File: config.mk
export PLATFORM = sky130hd
export DESIGN_NAME = mcc_mem_port
export DESIGN_NICKNAME = d
export VERILOG_FILES = /design/src/rtl/mcc_mem_pkg.sv /design/src/rtl/mcc_mem_timer.sv /design/src/rtl/mcc_mem_port.sv
export SDC_FILE = /design/constraint.sdc
export NUM_CORES = 1
export LEC_CHECK = 0
export BUFFER_PORTS_ARGS = -buffer_cell sky130_fd_sc_hd__clkbuf_2
export CAP_MARGIN = 10
export CORE_MARGIN = 4
export CORE_UTILIZATION = 40
export CTS_CLUSTER_SIZE = 12
export DETAILED_ROUTE_END_ITERATION = 16
export PLACE_DENSITY = 0.68
export SLEW_MARGIN = 20
export SYNTH_ARGS = -nofsm -noshare
export SYNTH_HDL_FRONTEND = slang
export SYNTH_SLANG_ARGS = --single-unit
File: constraint.sdc
create_clock -name clk -period 3.9 [get_ports clk]
set_input_delay 0.195 -clock clk [delete_from_list [all_inputs] [get_ports clk]]
set_output_delay 0.195 -clock clk [all_outputs]
set_load 0.02 [all_outputs]
File: src/rtl/mcc_mem_pkg.sv
// mcc_mem_pkg
// Shared definitions for the multi-cycle CPU memory port: FSM state encoding,
// IorD address-select codes, instruction field positions and the default
// access timeout.
package mcc_mem_pkg;

  typedef enum logic [1:0] {
    ST_IDLE = 2'd0,
    ST_REQ  = 2'd1,
    ST_WAIT = 2'd2
  } state_e;

  // IorD select: 0 picks the PC, every other code picks ALUOut.
  localparam logic [1:0] IORD_PC  = 2'd0;
  localparam logic [1:0] IORD_ALU = 2'd1;

  localparam int OPCODE_MSB = 31;
  localparam int OPCODE_LSB = 26;
  localparam int FUNCT_MSB  = 5;
  localparam int FUNCT_LSB  = 0;

  localparam int TIMEOUT_DEFAULT = 255;

endpackage

File: src/rtl/mcc_mem_timer.sv
// mcc_mem_timer
// Saturating access-duration counter used to abort stuck memory handshakes.
// Ports:
//   clk, reset   clock, asynchronous active-high reset
//   clr_i        hold the count at zero
//   en_i         count one cycle
//   expired_o    current cycle is the last one allowed (count == LIMIT-1),
//                so the abort lands on the edge where the count reaches LIMIT
module mcc_mem_timer #(
  parameter int LIMIT = 255
) (
  input  logic clk,
  input  logic reset,
  input  logic clr_i,
  input  logic en_i,
  output logic expired_o
);

  localparam int              CNT_W = (LIMIT < 2) ? 1 : $clog2(LIMIT + 1);
  localparam logic [CNT_W-1:0] LAST = CNT_W'(LIMIT - 1);

  logic [CNT_W-1:0] cnt_q;

  always_ff @(posedge clk or posedge reset) begin
    if (reset) begin
      cnt_q <= '0;
    end else if (clr_i) begin
      cnt_q <= '0;
    end else if (en_i && (cnt_q != '1)) begin
      cnt_q <= cnt_q + CNT_W'(1);
    end
  end

  assign expired_o = (cnt_q >= LAST);

endmodule

File: src/rtl/mcc_mem_port.sv
// mcc_mem_port
// Memory access port for the multi-cycle CPU. Latches one controller access,
// runs the req/gnt/rvalid handshake and captures read data into the IR or MDR.
// Ports:
//   pc_i, alu_out_i, wdata_i, iord_i    address sources, store data, select
//   mem_read_i, mem_write_i, ir_write_i controller access request
//   m_req_o, m_we_o, m_addr_o, m_wdata_o memory request side (registered)
//   m_gnt_i, m_rvalid_i, m_rdata_i       memory response side
//   instr_o, opcode_o, funct_o, mdr_o    captured read data
//   busy_o                               access in flight (controller stalls)
//   err_o                                sticky: misaligned, read+write, timeout
//
// state | meaning
// IDLE  | sample controller request, reject bad ones
// REQ   | m_req_o high, address/data held until m_gnt_i
// WAIT  | read granted, waiting for m_rvalid_i
module mcc_mem_port
  import mcc_mem_pkg::*;
#(
  parameter int ADDR_W  = 32,
  parameter int DATA_W  = 32,
  parameter int TIMEOUT = TIMEOUT_DEFAULT
) (
  input  logic              clk,
  input  logic              reset,
  input  logic [ADDR_W-1:0] pc_i,
  input  logic [ADDR_W-1:0] alu_out_i,
  input  logic [DATA_W-1:0] wdata_i,
  input  logic [1:0]        iord_i,
  input  logic              mem_read_i,
  input  logic              mem_write_i,
  input  logic              ir_write_i,
  output logic              m_req_o,
  output logic              m_we_o,
  output logic [ADDR_W-1:0] m_addr_o,
  output logic [DATA_W-1:0] m_wdata_o,
  input  logic              m_gnt_i,
  input  logic              m_rvalid_i,
  input  logic [DATA_W-1:0] m_rdata_i,
  output logic [DATA_W-1:0] instr_o,
  output logic [5:0]        opcode_o,
  output logic [5:0]        funct_o,
  output logic [DATA_W-1:0] mdr_o,
  output logic              busy_o,
  output logic              err_o
);

  state_e            state_q;
  logic              m_req_q;
  logic              m_we_q;
  logic [ADDR_W-1:0] m_addr_q;
  logic [DATA_W-1:0] m_wdata_q;
  logic              ir_tgt_q;
  logic [DATA_W-1:0] instr_q;
  logic [DATA_W-1:0] mdr_q;
  logic              busy_q;
  logic              err_q;

  logic [ADDR_W-1:0] req_addr;
  logic              req_any;
  logic              req_bad;
  logic              timer_clr;
  logic              timer_en;
  logic              timer_expired;

  assign req_addr = (iord_i == IORD_PC) ? pc_i : alu_out_i;
  assign req_any  = mem_read_i | mem_write_i;
  assign req_bad  = (mem_read_i & mem_write_i) | (req_addr[1:0] != 2'b00);

  // Held clear while idle, so the count is zero on every entry to REQ.
  assign timer_clr = (state_q == ST_IDLE);
  assign timer_en  = (state_q != ST_IDLE);

  mcc_mem_timer #(
    .LIMIT (TIMEOUT)
  ) u_timer (
    .clk       (clk),
    .reset     (reset),
    .clr_i     (timer_clr),
    .en_i      (timer_en),
    .expired_o (timer_expired)
  );

  always_ff @(posedge clk or posedge reset) begin
    if (reset) begin
      state_q   <= ST_IDLE;
      m_req_q   <= 1'b0;
      m_we_q    <= 1'b0;
      m_addr_q  <= '0;
      m_wdata_q <= '0;
      ir_tgt_q  <= 1'b0;
      instr_q   <= '0;
      mdr_q     <= '0;
      busy_q    <= 1'b0;
      err_q     <= 1'b0;
    end else begin
      case (state_q)
        ST_IDLE: begin
          if (req_any) begin
            if (req_bad) begin
              err_q <= 1'b1;
            end else begin
              state_q   <= ST_REQ;
              m_req_q   <= 1'b1;
              busy_q    <= 1'b1;
              m_addr_q  <= req_addr;
              m_we_q    <= mem_write_i;
              m_wdata_q <= wdata_i;
              ir_tgt_q  <= ir_write_i && (iord_i == IORD_PC);
            end
          end
        end
        ST_REQ: begin
          // A grant on the final allowed cycle still completes the handshake.
          if (m_gnt_i) begin
            m_req_q <= 1'b0;
            if (m_we_q) begin
              state_q <= ST_IDLE;
              busy_q  <= 1'b0;
            end else begin
              state_q <= ST_WAIT;
            end
          end else if (timer_expired) begin
            state_q <= ST_IDLE;
            m_req_q <= 1'b0;
            busy_q  <= 1'b0;
            err_q   <= 1'b1;
          end
        end
        ST_WAIT: begin
          // Data arriving on the expiry cycle wins over the timeout.
          if (m_rvalid_i) begin
            if (ir_tgt_q) begin
              instr_q <= m_rdata_i;
            end else begin
              mdr_q <= m_rdata_i;
            end
            state_q <= ST_IDLE;
            busy_q  <= 1'b0;
          end else if (timer_expired) begin
            state_q <= ST_IDLE;
            busy_q  <= 1'b0;
            err_q   <= 1'b1;
          end
        end
        default: state_q <= ST_IDLE;
      endcase
    end
  end

  assign m_req_o   = m_req_q;
  assign m_we_o    = m_we_q;
  assign m_addr_o  = m_addr_q;
  assign m_wdata_o = m_wdata_q;
  assign instr_o   = instr_q;
  assign opcode_o  = instr_q[OPCODE_MSB:OPCODE_LSB];
  assign funct_o   = instr_q[FUNCT_MSB:FUNCT_LSB];
  assign mdr_o     = mdr_q;
  assign busy_o    = busy_q;
  assign err_o     = err_q;

endmodule

Word level (Yosys, flattened, before mapping)
Cells that the tools add are included.
{"block": "classes", "reduce_logical": 16, "magnitude_cmp": 1, "muxes": 26, "bitwise_logic": 5, "n_eq_ne": 10, "n_addsub": 1}
{"cell": "2-to-1 mux 32 bit", "count": 1}
{"cell": "2-to-1 mux 8 bit", "count": 2}
{"cell": "2-to-1 mux 1 bit", "count": 13}
{"cell": "2-to-1 mux 2 bit", "count": 6}
{"cell": "inequality test 2 bit, second input constant", "count": 5}
{"cell": "AND reduction 3 bit", "count": 3}
{"cell": "adder 8 x 1 -> 8 bit, second input constant", "count": 1}
{"cell": "greater-or-equal comparator 8 bit, second input constant", "count": 1}
{"cell": "inequality test 8 bit, second input constant", "count": 1}
{"cell": "AND reduction 4 bit", "count": 2}
{"cell": "nonzero test 2 bit", "count": 4}
{"cell": "inequality test 3 bit, second input constant", "count": 2}
{"cell": "one-hot mux 1 bit (3 select lines)", "count": 2}
{"cell": "one-hot mux 2 bit (3 select lines)", "count": 1}
{"cell": "AND reduction 5 bit", "count": 1}
{"cell": "zero test 2 bit", "count": 2}
{"cell": "nonzero test 3 bit", "count": 1}
{"cell": "equality test 2 x 1 -> 1 bit, second input constant", "count": 1}
{"cell": "equality test 2 bit, second input constant", "count": 1}
{"cell": "logical AND 1 bit", "count": 2}
{"cell": "NOT 1 bit", "count": 2}
{"cell": "bitwise OR 1 bit", "count": 2}
{"cell": "one-hot mux 1 bit (2 select lines)", "count": 1}
{"cell": "AND reduction 2 bit", "count": 1}
{"cell": "AND 1 bit", "count": 1}
{"block": "totals", "output_inout_bits": 144, "ff_bits": 143}

Longest topological paths before layout
Gate-level depths: netlist (run 1).
{"block": "depth", "depth_word": 7, "depth_mapped": 7, "depth_no_buf": 6}

Cells and area by module
From an unflattened synthesis (run 1), not the netlist that was laid out.
{"block": "unflattened", "hier_cells": 422, "area_unflattened_um2": 6231.0}
{"module": "mcc_mem_port", "cells_per_inst": 374, "area_per_inst_um2": 5746.8, "seq_area_each_um2": 3378.2, "instances": 1}
{"module": "mcc_mem_timer", "cells_per_inst": 48, "area_per_inst_um2": 484.2, "seq_area_each_um2": 200.2, "instances": 1}

Least setup slack after synthesis (run 1)
No wires, ideal clock.
{"block": "synth_timing", "path_kind": "flip-flop to flip-flop", "start": "register state_q[0]", "end": "register mdr_q[10], in the netlist mdr_o[10]", "t_required_ps": 3775, "stages_incl_launch_ff": 8, "t_arrival_ps": 1713, "synth_period_minus_slack_ps": 1838, "setup_slack_ps": 2062, "setup_ps": 125, "n_path_buf": 2, "path_cell_list": "dfrtp_1 -> inv_1 -> ha_1 -> nand2_1 -> or2_2 -> clkbuf_1 -> buf_1 -> mux2_2"}
{"block": "synth_via", "elab_chain_cells": 2}
{"element": "start, declared", "line": "mcc_mem_port.sv:48", "source": "state_e state_q;"}
{"element": "start signal, assigned", "line": "mcc_mem_port.sv:86", "source": "state_q <= ST_IDLE;"}
{"element": "start signal, assigned", "line": "mcc_mem_port.sv:103", "source": "state_q <= ST_REQ;"}
{"element": "start signal, assigned", "line": "mcc_mem_port.sv:118", "source": "state_q <= ST_IDLE;"}
{"element": "equality test 2 bit", "line": "mcc_mem_port.sv:97", "source": "case (state_q)"}
{"element": "AND reduction 3 bit (no line)"}
{"element": "end signal, assigned", "line": "mcc_mem_port.sv:136", "source": "mdr_q <= m_rdata_i;"}
{"element": "end, declared", "line": "mcc_mem_port.sv:55", "source": "logic [DATA_W-1:0] mdr_q;"}
Every way passes these cells.
A chain may end at the register's enable or synchronous reset.

Worst setup path after layout (run 1)
{"block": "layout_timing", "start": "register state_q[0]", "end": "register m_wdata_q[11], in the netlist m_wdata_o[11]"}
{"block": "layout_via", "elab_chain_cells": 2}
{"element": "zero test 2 bit", "line": "mcc_mem_port.sv:97"}
{"element": "AND reduction 3 bit (no line)"}
{"element": "end signal, assigned", "line": "mcc_mem_port.sv:108", "source": "m_wdata_q <= wdata_i;"}
{"element": "end, declared", "line": "mcc_mem_port.sv:52", "source": "logic [DATA_W-1:0] m_wdata_q;"}
Every way passes these cells.

==> results of run 1 <==
[state kept, by name, indices dropped and copies added (netlist names)]
| register | count |
|---|---|
| m_req_o | 1 |
| state_q | 2 |
| m_addr_o | 32 |
| ir_tgt_q | 1 |
| m_wdata_o | 32 |
| err_o | 1 |
| mdr_o | 32 |
| instr_o | 32 |
| m_we_o | 1 |
| busy_o | 1 |
| u_timer.cnt_q | 8 |
[cell type report]
type,count,area (µm²)
clock buffers,19,453
clock inverters,13,199
fillers,1287,6640
inverters,8,33.8
multi-input cells,238,2520
flip-flops and latches,143,3580
well taps,211,264
repair buffers,307,1680
[metal layers]
metal / track usage [%] / wire [µm] / vias up
met5: 0 / 0 / -
met2: 29.8 / 7760 / 222
met1: 22.3 / 6640 / 2159
met3: 6.42 / 1430 / 29
li1: - / - / 2098
met4: 7.37 / 340 / 0
[path summary, 6_finish.rpt]
| kind | cells past startpoint | slack [ps] | from | endpoint |
|---|---|---|---|---|
| worst max-delay path | 5 | 1330 | state_q[0] | m_wdata_o[11] |
| max in group asynchronous | 5 | 2500 | reset | instr_o[20] |
| worst min register to register | 1 | 470 | err_o | err_o |
| worst min-delay path | 2 | 20 | wdata_i[23] | m_wdata_o[23] |
| min in group asynchronous | 3 | 320 | reset | m_wdata_o[9] |
| worst max register to register | 5 | 1330 | state_q[0] | m_wdata_o[11] |
[power breakdown]
part	switching (µW)	internal, µW	leakage [µW]
Clock	642	1120	0.000313
Sequential	362	2070	0.00178
Combinational	1390	1110	0.00249
[synthesized netlist by cell type, types with 6 or more instances]
cell / count
dfrtp_1: 143
mux2_2: 107
mux2_4: 47
buf_4: 12
inv_1: 8
nand2_1: 8
clkbuf_1: 7
buf_1: 6
buf_6: 6
ha_1: 6
nor2_1: 6
o211ai_1: 6
[logic make-up after synthesis]
kind of cell               count (synthesis)  synth area share, %
AOI/OAI and AO/OA                         34                 4.03
xor gates and xnor gates                   4                0.554
adders and majority gates                  6                 1.19
buffers and inverters                     40                 3.82
DFF                                      143                 56.6
muxes                                    156                 30.6
and+or+nand+nor                           38                 3.28
[per-stage QoR]
stage                     cells  cell area, µm²  total power [µW]
final                       939            8730              6690
after global routing        939            8730              7050
after CTS                   936            8690              6760
after detailed placement    885            7850              4950
after global placement      885            7850              4880
after floorplan             421            6330              4050
[layout by cell type, fill, tap and decap left out, types with 3 or more instances in the layout]
cell and count:
nand2_1 8, a31oi_1 4, inv_6 4, a21oi_1 4
nand3_1 4, inv_1 7, nor3_1 4, mux2_4 47
o211ai_1 6, xnor2_1 3, dfrtp_1 143, bufinv_16 4
clkbuf_16 17, a211oi_1 3, buf_4 4, nor2_1 5
clkbuf_2 280, dlygate4sd3_1 21, ha_1 6, o21ai_0 4
clkinvlp_4 3, mux2_2 107
[worst max-delay path, stage by stage (launching register included)]
cell and delay [ps]:
dfrtp_1 420, inv_1 110, ha_1 540, nand3_4 580, buf_4 440, mux2_4 330
==> reports/qor.csv, run 1 <==
metric,value,unit
ys async rst share,100,%
Arrival @ worst endpoint,2870,ps
"FF+latch count, synth",143,
Port Buffer Count,280,
Peak Freq,389,MHz
Clock Skew,6.34,ps
die height,134,µm
DR vias/cell,4.80,
Core Area,15400,µm²
number of nets with antenna violations after routing,0,
post-cts resize count,0,
Synth area leaders,"dfrtp_1, mux2_2, mux2_4, buf_4, ha_1",
Synth Warn #,0,
Initial Util,41.2,%
row cnt,45,
post-route setup TNS,0,ps
first-pass GRT wire length,25800,µm
TritonCTS clock tree,built,
DP HPWL,12000,µm
top-area cell type share of the netlist area,56.6,%
data required time of the critical path,4200,ps
I/O pins,281,
Tcrit/Tclk final,65.9,%
share of cells above drive strength 1,65.8,%
RSZ-0062 raised after global routing,no,
final WL,16200,µm
gpl congestion,0.835,
Mapped Nets,564,
Vias,4508,
Clock Sink Count,143,
Worst Hold Margin,18.2,ps
Post-Synthesis Cells,421,
DIE AREA,17900,µm²
PwrDens,767,nW/µm²
hold buffers post-CTS,19,
clock slew at reported path FFs,60,ps
DR iter-0 viols,119,
vias in the first global route,5004,
worst hold path type,input pin to register,
Final Hold Vio Count,0,
startpoint types,register,
clk buf depth,2,
Main synth FF type,dfrtp_1,
Post CTS Setup Buffer Count,0,
Crit Path Class,register to register,
synth-to-layout area growth,38.0,%
1st-pass router iterations,4,
DP Worst Slack,1330,ps
aggregate global routing overflow,0,
n_diodes,0,
largest net degree at the start of global routing,95,
syn_area_per_cell,15.0,µm²
Root Buffer,clkbuf_16,
P_leak,0.00458,µW
Avg WL per Cell,17.2,µm
netlist area before placement,6330,µm²
Final WS setup,1330,ps
fin nets,858,
Worst Max-Slew Pin Slew,823,ps
initial antenna violation count,0,
Max-slew headroom,45.2,%
post-synthesis sequential area ratio,56.6,%
crit end category,register,
DR DRC count,0,
final design utilization,56.8,%
max-cap check violation count,0,
peak supply drop,0.360,mV
Max Slew Vio Count,0,
status,finished clean,
cts bufs inserted,17,
clock period minus worst slack,2570,ps
worst-path fanout max,31,
worst skew pair latency,420,ps
Final setup viols,0,
H-Tree Depth,4,
number of synthesized flops with an enable pin,0,
Netlist cell types,45,
die width,134,µm
cell type contributing the most total cell area after synthesis,dfrtp_1,
Tot GR Track Use,18.3,%
Power figures use the tool's default switching activity.
==> inputs of run 2 (changes only) <==
ABC_AREA = 1   (was unset)
PLACE_DENSITY = 0.65   (was 0.68)
clock period = 2.6 ns   (was 3.9 ns; I/O delays follow)
==> reports/qor.csv, run 2 <==
metric,value,unit,change
ys async rst share,100,%,unchanged
worst r2r dst,instr_o[17],,
most frequent cell after synthesis,nand2_1,,
worst-path fanout max,26,,-16%
DR DRC count,0,,unchanged
initial antenna violation count,0,,unchanged
Tot GR Track Use,20.2,%,+1.8 points
Final Hold Vio Count,0,,unchanged
Finished Cell Area,9330,µm²,+6.9%
r2r startpoint,state_q[0],,
number of synthesized flops with an enable pin,0,,unchanged
Synth Area in Compound Gates,14.9,%,+11 points
Final setup viols,0,,unchanged
hold path endpoint,m_addr_o[23],,
Max Used Layer,met4,,
Port Buffer Count,280,,unchanged
DR iter-0 viols,263,,+120%
commonest cells in the netlist,"nand2_1, dfrtp_1, inv_1",,
Placed Area,7870,µm²,+0.26%
Arrival @ worst endpoint,2150,ps,-720 ps
cell type contributing the most total cell area after synthesis,dfrtp_1,,
hold buffers post-CTS,86,,+67
DIE AREA,18000,µm²,+0.50%
row cnt,45,,unchanged
post-cts resize count,0,,unchanged
status,finished clean,,
met3 wire length,985,µm,-31%
peak supply drop,0.607,mV,+68%
H-Tree Depth,4,,unchanged
R2R cell count,5,,unchanged
TritonCTS clock tree,built,,
largest net degree at the start of global routing,144,,+52%
simple-gate share of the synthesized area,12.6,%,+9.3 points
final WL,17500,µm,+8.2%
Clock Skew,9.89,ps,+3.55 ps
"FF+latch count, synth",143,,unchanged
Tcrit/Tclk final,70.1,%,+4.2 points
worst reg2reg setup slack,780,ps,-550 ps
Vias,5538,,+23%
Post CTS Setup Buffer Count,0,,unchanged
Worst Max-Slew Pin Slew,851,ps,+27.9 ps
Peak Freq,549,MHz,+41%
Main synth FF type,dfrtp_1,,
fin nets,1157,,+35%
data required time of the critical path,2930,ps,-1270 ps
worst hold path type,input pin to register,,
cts bufs inserted,17,,unchanged
Initial Util,41.4,%,+0.22 points
Max Slew Vio Count,0,,unchanged
Avg WL per Cell,14.1,µm,-18%
die height,134,µm,+0.25%
"commonest non-fill, non-tap cell in the layout",clkbuf_2,,
gpl congestion,0.805,,-3.6%
syn_area_per_cell,9.64,µm²,-36%
vias in the first global route,5879,,+17%
clk buf depth,2,,unchanged
post-route setup TNS,0,ps,unchanged
max-cap check violation count,0,,unchanged
clock period minus worst slack,1820,ps,-748 ps
synth-to-layout area growth,46.7,%,
Crit Path Class,register to register,,
Synth Warn #,0,,unchanged
1st-pass router iterations,5,,+1
RSZ-0062 raised after global routing,no,,
hold wc startpoint,alu_out_i[23],,
startpoint types,register,,
netlist area before placement,6360,µm²,+0.53%
clock slew at reported path FFs,60,ps,about the same
Synth area leaders,"dfrtp_1, nand2_1, o21ai_2, inv_1, mux2i_1",,
crit end category,register,,
xor and xnor fraction of the mapped netlist area,0.138,%,-0.42 points
PwrDens,1120,nW/µm²,+46%
DP HPWL,12300,µm,+2.3%
most frequent cells in the layout,"clkbuf_2, nand2_1, dfrtp_1",,
largest family of logic cells by synthesized area,compound AO/OA/AOI/OAI gates,,
post-synthesis sequential area ratio,56.3,%,-0.30 points
Max-slew headroom,43.3,%,-1.9 points
post-synthesis mux area share,4.72,%,-26 points
die width,134,µm,+0.25%
Post-Synthesis Cells,660,,+57%
Netlist cell types,29,,-36%
number of nets with antenna violations after routing,0,,unchanged
first-pass GRT wire length,29000,µm,+13%
Synth Area in Adders,1.18,%,-0.0063 points
share of cells above drive strength 1,37.9,%,-28 points
Clock Sink Count,143,,unchanged
worst skew pair latency,420,ps,about the same
Metal-1 WL,6940,µm,+4.5%
n_diodes,0,,unchanged
Mapped Nets,803,,+42%
Core Area,15400,µm²,unchanged
I/O pins,281,,unchanged
aggregate global routing overflow,0,,unchanged
routed wl met2,8990,µm,+16%
top-area cell type share of the netlist area,56.3,%,-0.30 points
P_leak,0.00508,µW,+11%
Root Buffer,clkbuf_16,,
Hold Path Depth,3,,+1
DR vias/cell,4.47,,-6.8%
==> run 2: cell count changes in the layout (fill, tap and decap cells not counted), moves of 43 or more <==
cell	change
dlygate4sd3_1	+66
inv_1	+79
mux2_2	-107
mux2_4	-47
nand2_1	+158
o21ai_1	+43
o21ai_2	+56
==> run 2: critical path, cell delays in order, from the launching register on <==
cell and delay [ps]:
dfrtp_1 420, inv_1 110, ha_1 210, nand3_2 440
buf_4 380, o21ai_0 180
==> run 2: cell type report <==
cell class | instances | area, µm²
clock inverter | 13 | 136
sequential | 143 | 3580
timing repair buffer | 378 | 2400
fill | 1319 | 6040
tap | 211 | 264
inverter | 92 | 349
multi-input combinational | 382 | 2140
clock buffer | 19 | 453
==> run 2: metrics by stage <==
step / total power [µW] / hold slack, ps / worst slack [ps] / util, % / instances
after CTS: 10600 / 0.686 / 745 / 60.6 / 1237
after global placement: 7920 / 359 / 797 / 51.2 / 1119
after detailed placement: 8020 / 368 / 747 / 51.2 / 1119
after floorplan: 6510 / 272 / 679 / - / 660
after global routing: 11200 / 11.4 / 570 / 60.7 / 1238
final: 10500 / 15.8 / 778 / 60.7 / 1238
==> run 2: kinds of logic (layout without fill, tap and decap cells) <==
logic type,after synthesis,count (layout)
compound gates,145,145
xor+xnor,1,1
fa+ha+maj,6,6
buf+inv,135,502
flops,143,143
mux,30,30
simple gates,200,200
==> run 2: how the worst max path moves through the flow <==
stage | start | end | slack, ps | depth (start not counted)
floorplan | reset | busy_o | 680 | 1
global placement | state_q[0] | instr_o[0] | 800 | 6
detailed placement | state_q[0] | instr_o[13] | 750 | 6
CTS | state_q[0] | instr_o[13] | 750 | 5
global route | state_q[0] | instr_o[18] | 570 | 5
finish | state_q[0] | instr_o[17] | 780 | 5
==> run 2: layer usage <==
metal | vias up | track usage [%]
met4 | 0 | 8.77
li1 | 2785 | -
met3 | 39 | 5.74
met5 | - | 0
met1 | 2522 | 23.6
met2 | 192 | 34.7
==> run 2: power by group <==
group	switching [µW]	internal, µW
Clock	944	1460
Sequential	600	3190
Combinational	2760	1510
==> inputs of run 3 (changes only) <==
ABC_AREA = 0   (was 1)
PLACE_DENSITY = 0.66   (was 0.65)
clock period = 1.84 ns   (was 2.6 ns; I/O delays follow)
==> reports/qor.csv, run 3 (same netlist as run 1, synthesis figures left out) <==
metric,value,unit,change
Avg WL per Cell,16.7,µm,+18%
vias in the first global route,5149,,-12%
Final Hold Vio Count,0,,unchanged
Root Buffer,clkbuf_16,,
die width,134,µm,-0.25%
Core Area,15400,µm²,unchanged
crit end category,register,,
data required time of the critical path,2130,ps,-800 ps
Tot GR Track Use,18.5,%,-1.7 points
status,finished clean,,
worst-path fanout max,32,,+23%
RSZ-0062 raised after global routing,no,,
Worst Hold Margin,33.5,ps,+17.7 ps
n_diodes,0,,unchanged
number of nets with antenna violations after routing,0,,unchanged
DR DRC count,0,,unchanged
final WL,16500,µm,-5.5%
DR iter-0 viols,125,,-52%
register area,3580,µm²,unchanged
post-route setup TNS,0,ps,unchanged
DR vias/cell,4.71,,+5.2%
share of cells above drive strength 1,62.5,%,+25 points
DIE AREA,17900,µm²,-0.50%
Max-slew headroom,67.7,%,+24 points
I/O pins,281,,unchanged
Vias,4661,,-16%
max-cap check violation count,0,,unchanged
"commonest non-fill, non-tap cell in the layout",clkbuf_2,,
Arrival @ worst endpoint,2030,ps,-120 ps
most frequent cells in the layout,"clkbuf_2, dfrtp_1, mux2_2",,
FILL cells,1202,,-8.9%
clock slew at reported path FFs,60,ps,about the same
cts bufs inserted,17,,unchanged
row cnt,45,,unchanged
P_leak,0.00478,µW,-5.9%
initial antenna violation count,0,,unchanged
Crit Path Class,register to register,,
DP HPWL,11600,µm,-5.6%
Max Slew Vio Count,0,,unchanged
Clock Skew,8.44,ps,-1.45 ps
Finished Cell Area,9230,µm²,-1.1%
worst skew pair latency,420,ps,about the same
clk buf depth,2,,unchanged
gpl congestion,0.837,,+3.9%
synth-to-layout area growth,45.8,%,
TritonCTS clock tree,built,,
peak supply drop,0.974,mV,+60%
1st-pass router iterations,4,,-1
Port Buffer Count,280,,unchanged
fin nets,909,,-21%
PwrDens,1500,nW/µm²,+34%
Placed Area,7950,µm²,+1.0%
die height,134,µm,-0.25%
Initial Util,41.2,%,-0.22 points
Clock Sink Count,143,,unchanged
Tcrit/Tclk final,94.3,%,+24 points
largest net degree at the start of global routing,66,,-54%
Peak Freq,577,MHz,+5.0%
Worst Max-Slew Pin Slew,484,ps,-367 ps
H-Tree Depth,4,,unchanged
clock period minus worst slack,1730,ps,-87.1 ps
worst hold path type,input pin to register,,
total chip power,13900,µW,+32%
first-pass GRT wire length,26300,µm,-9.3%
Final setup viols,0,,unchanged
startpoint types,register,,
aggregate global routing overflow,0,,unchanged
area of the multi-input gates,2530,µm²,+18%
==> run 3: repair_timing <==
item                                    in CTS  in global routing
buffers inserted                             0                  0
hold endpoints to repair                   113                  0
endpoints found under the setup margin       0                 44
gates resized for setup                      0                  6
hold buffers                                67                  0
==> run 3: per-layer routing <==
layer | routed length [µm] | GRT usage (%) | share of wire [%] | vias up
met1 | 6740 | 22.1 | 41 | 2224
li1 | - | - | - | 2197
met4 | 311 | 6.57 | 1.9 | 0
met2 | 8080 | 31.3 | 49 | 216
met3 | 1400 | 6.12 | 8.4 | 24
met5 | 0 | 0 | 0 | -
==> run 3: report_power, final <==
group / switching (µW) / total, µW / internal [µW]
clock: 1320 / 3220 / 1900
sequential: 761 / 5140 / 4380
combinational: 3010 / 5500 / 2490
==> run 3: layout make-up <==
type / count / share of cell area, %
sequential: 143 / 38.8
multi-input combinational: 238 / 27.5
timing repair buffer: 358 / 24.4
clock buffer: 20 / 4.84
tap: 211 / 2.86
clock inverter: 12 / 1.21
inverter: 8 / 0.407
==> run 3: path summary, 6_finish.rpt <==
check | startpoint | endpoint | slack [ps] | depth (start not counted)
min | pc_i[31] | m_addr_o[31] | 30 | 3
max | state_q[0] | mdr_o[21] | 110 | 6
max reg2reg | state_q[0] | mdr_o[21] | 110 | 6
max in group asynchronous | reset | m_addr_o[16] | 1000 | 4
min in group asynchronous | reset | instr_o[26] | 240 | 3
min reg2reg | err_o | err_o | 470 | 1
==> run 3: worst max-delay path: stages, from the launching register on <==
cell and delay [ps]:
dfrtp_1 430, inv_2 90, ha_2 200, nand2_1 70, or2_2 300, buf_12 180, mux2_1 330
==> run 3: through the flow <==
step / utilization (%) / setup WS (ps) / instances
floorplan: - / -43.1 / 421
global route: 60.0 / 22.0 / 990
CTS: 59.7 / 21.3 / 989
global placement: 51.7 / 99.4 / 890
finish: 60.0 / 105 / 990
detailed placement: 51.7 / 49.4 / 890
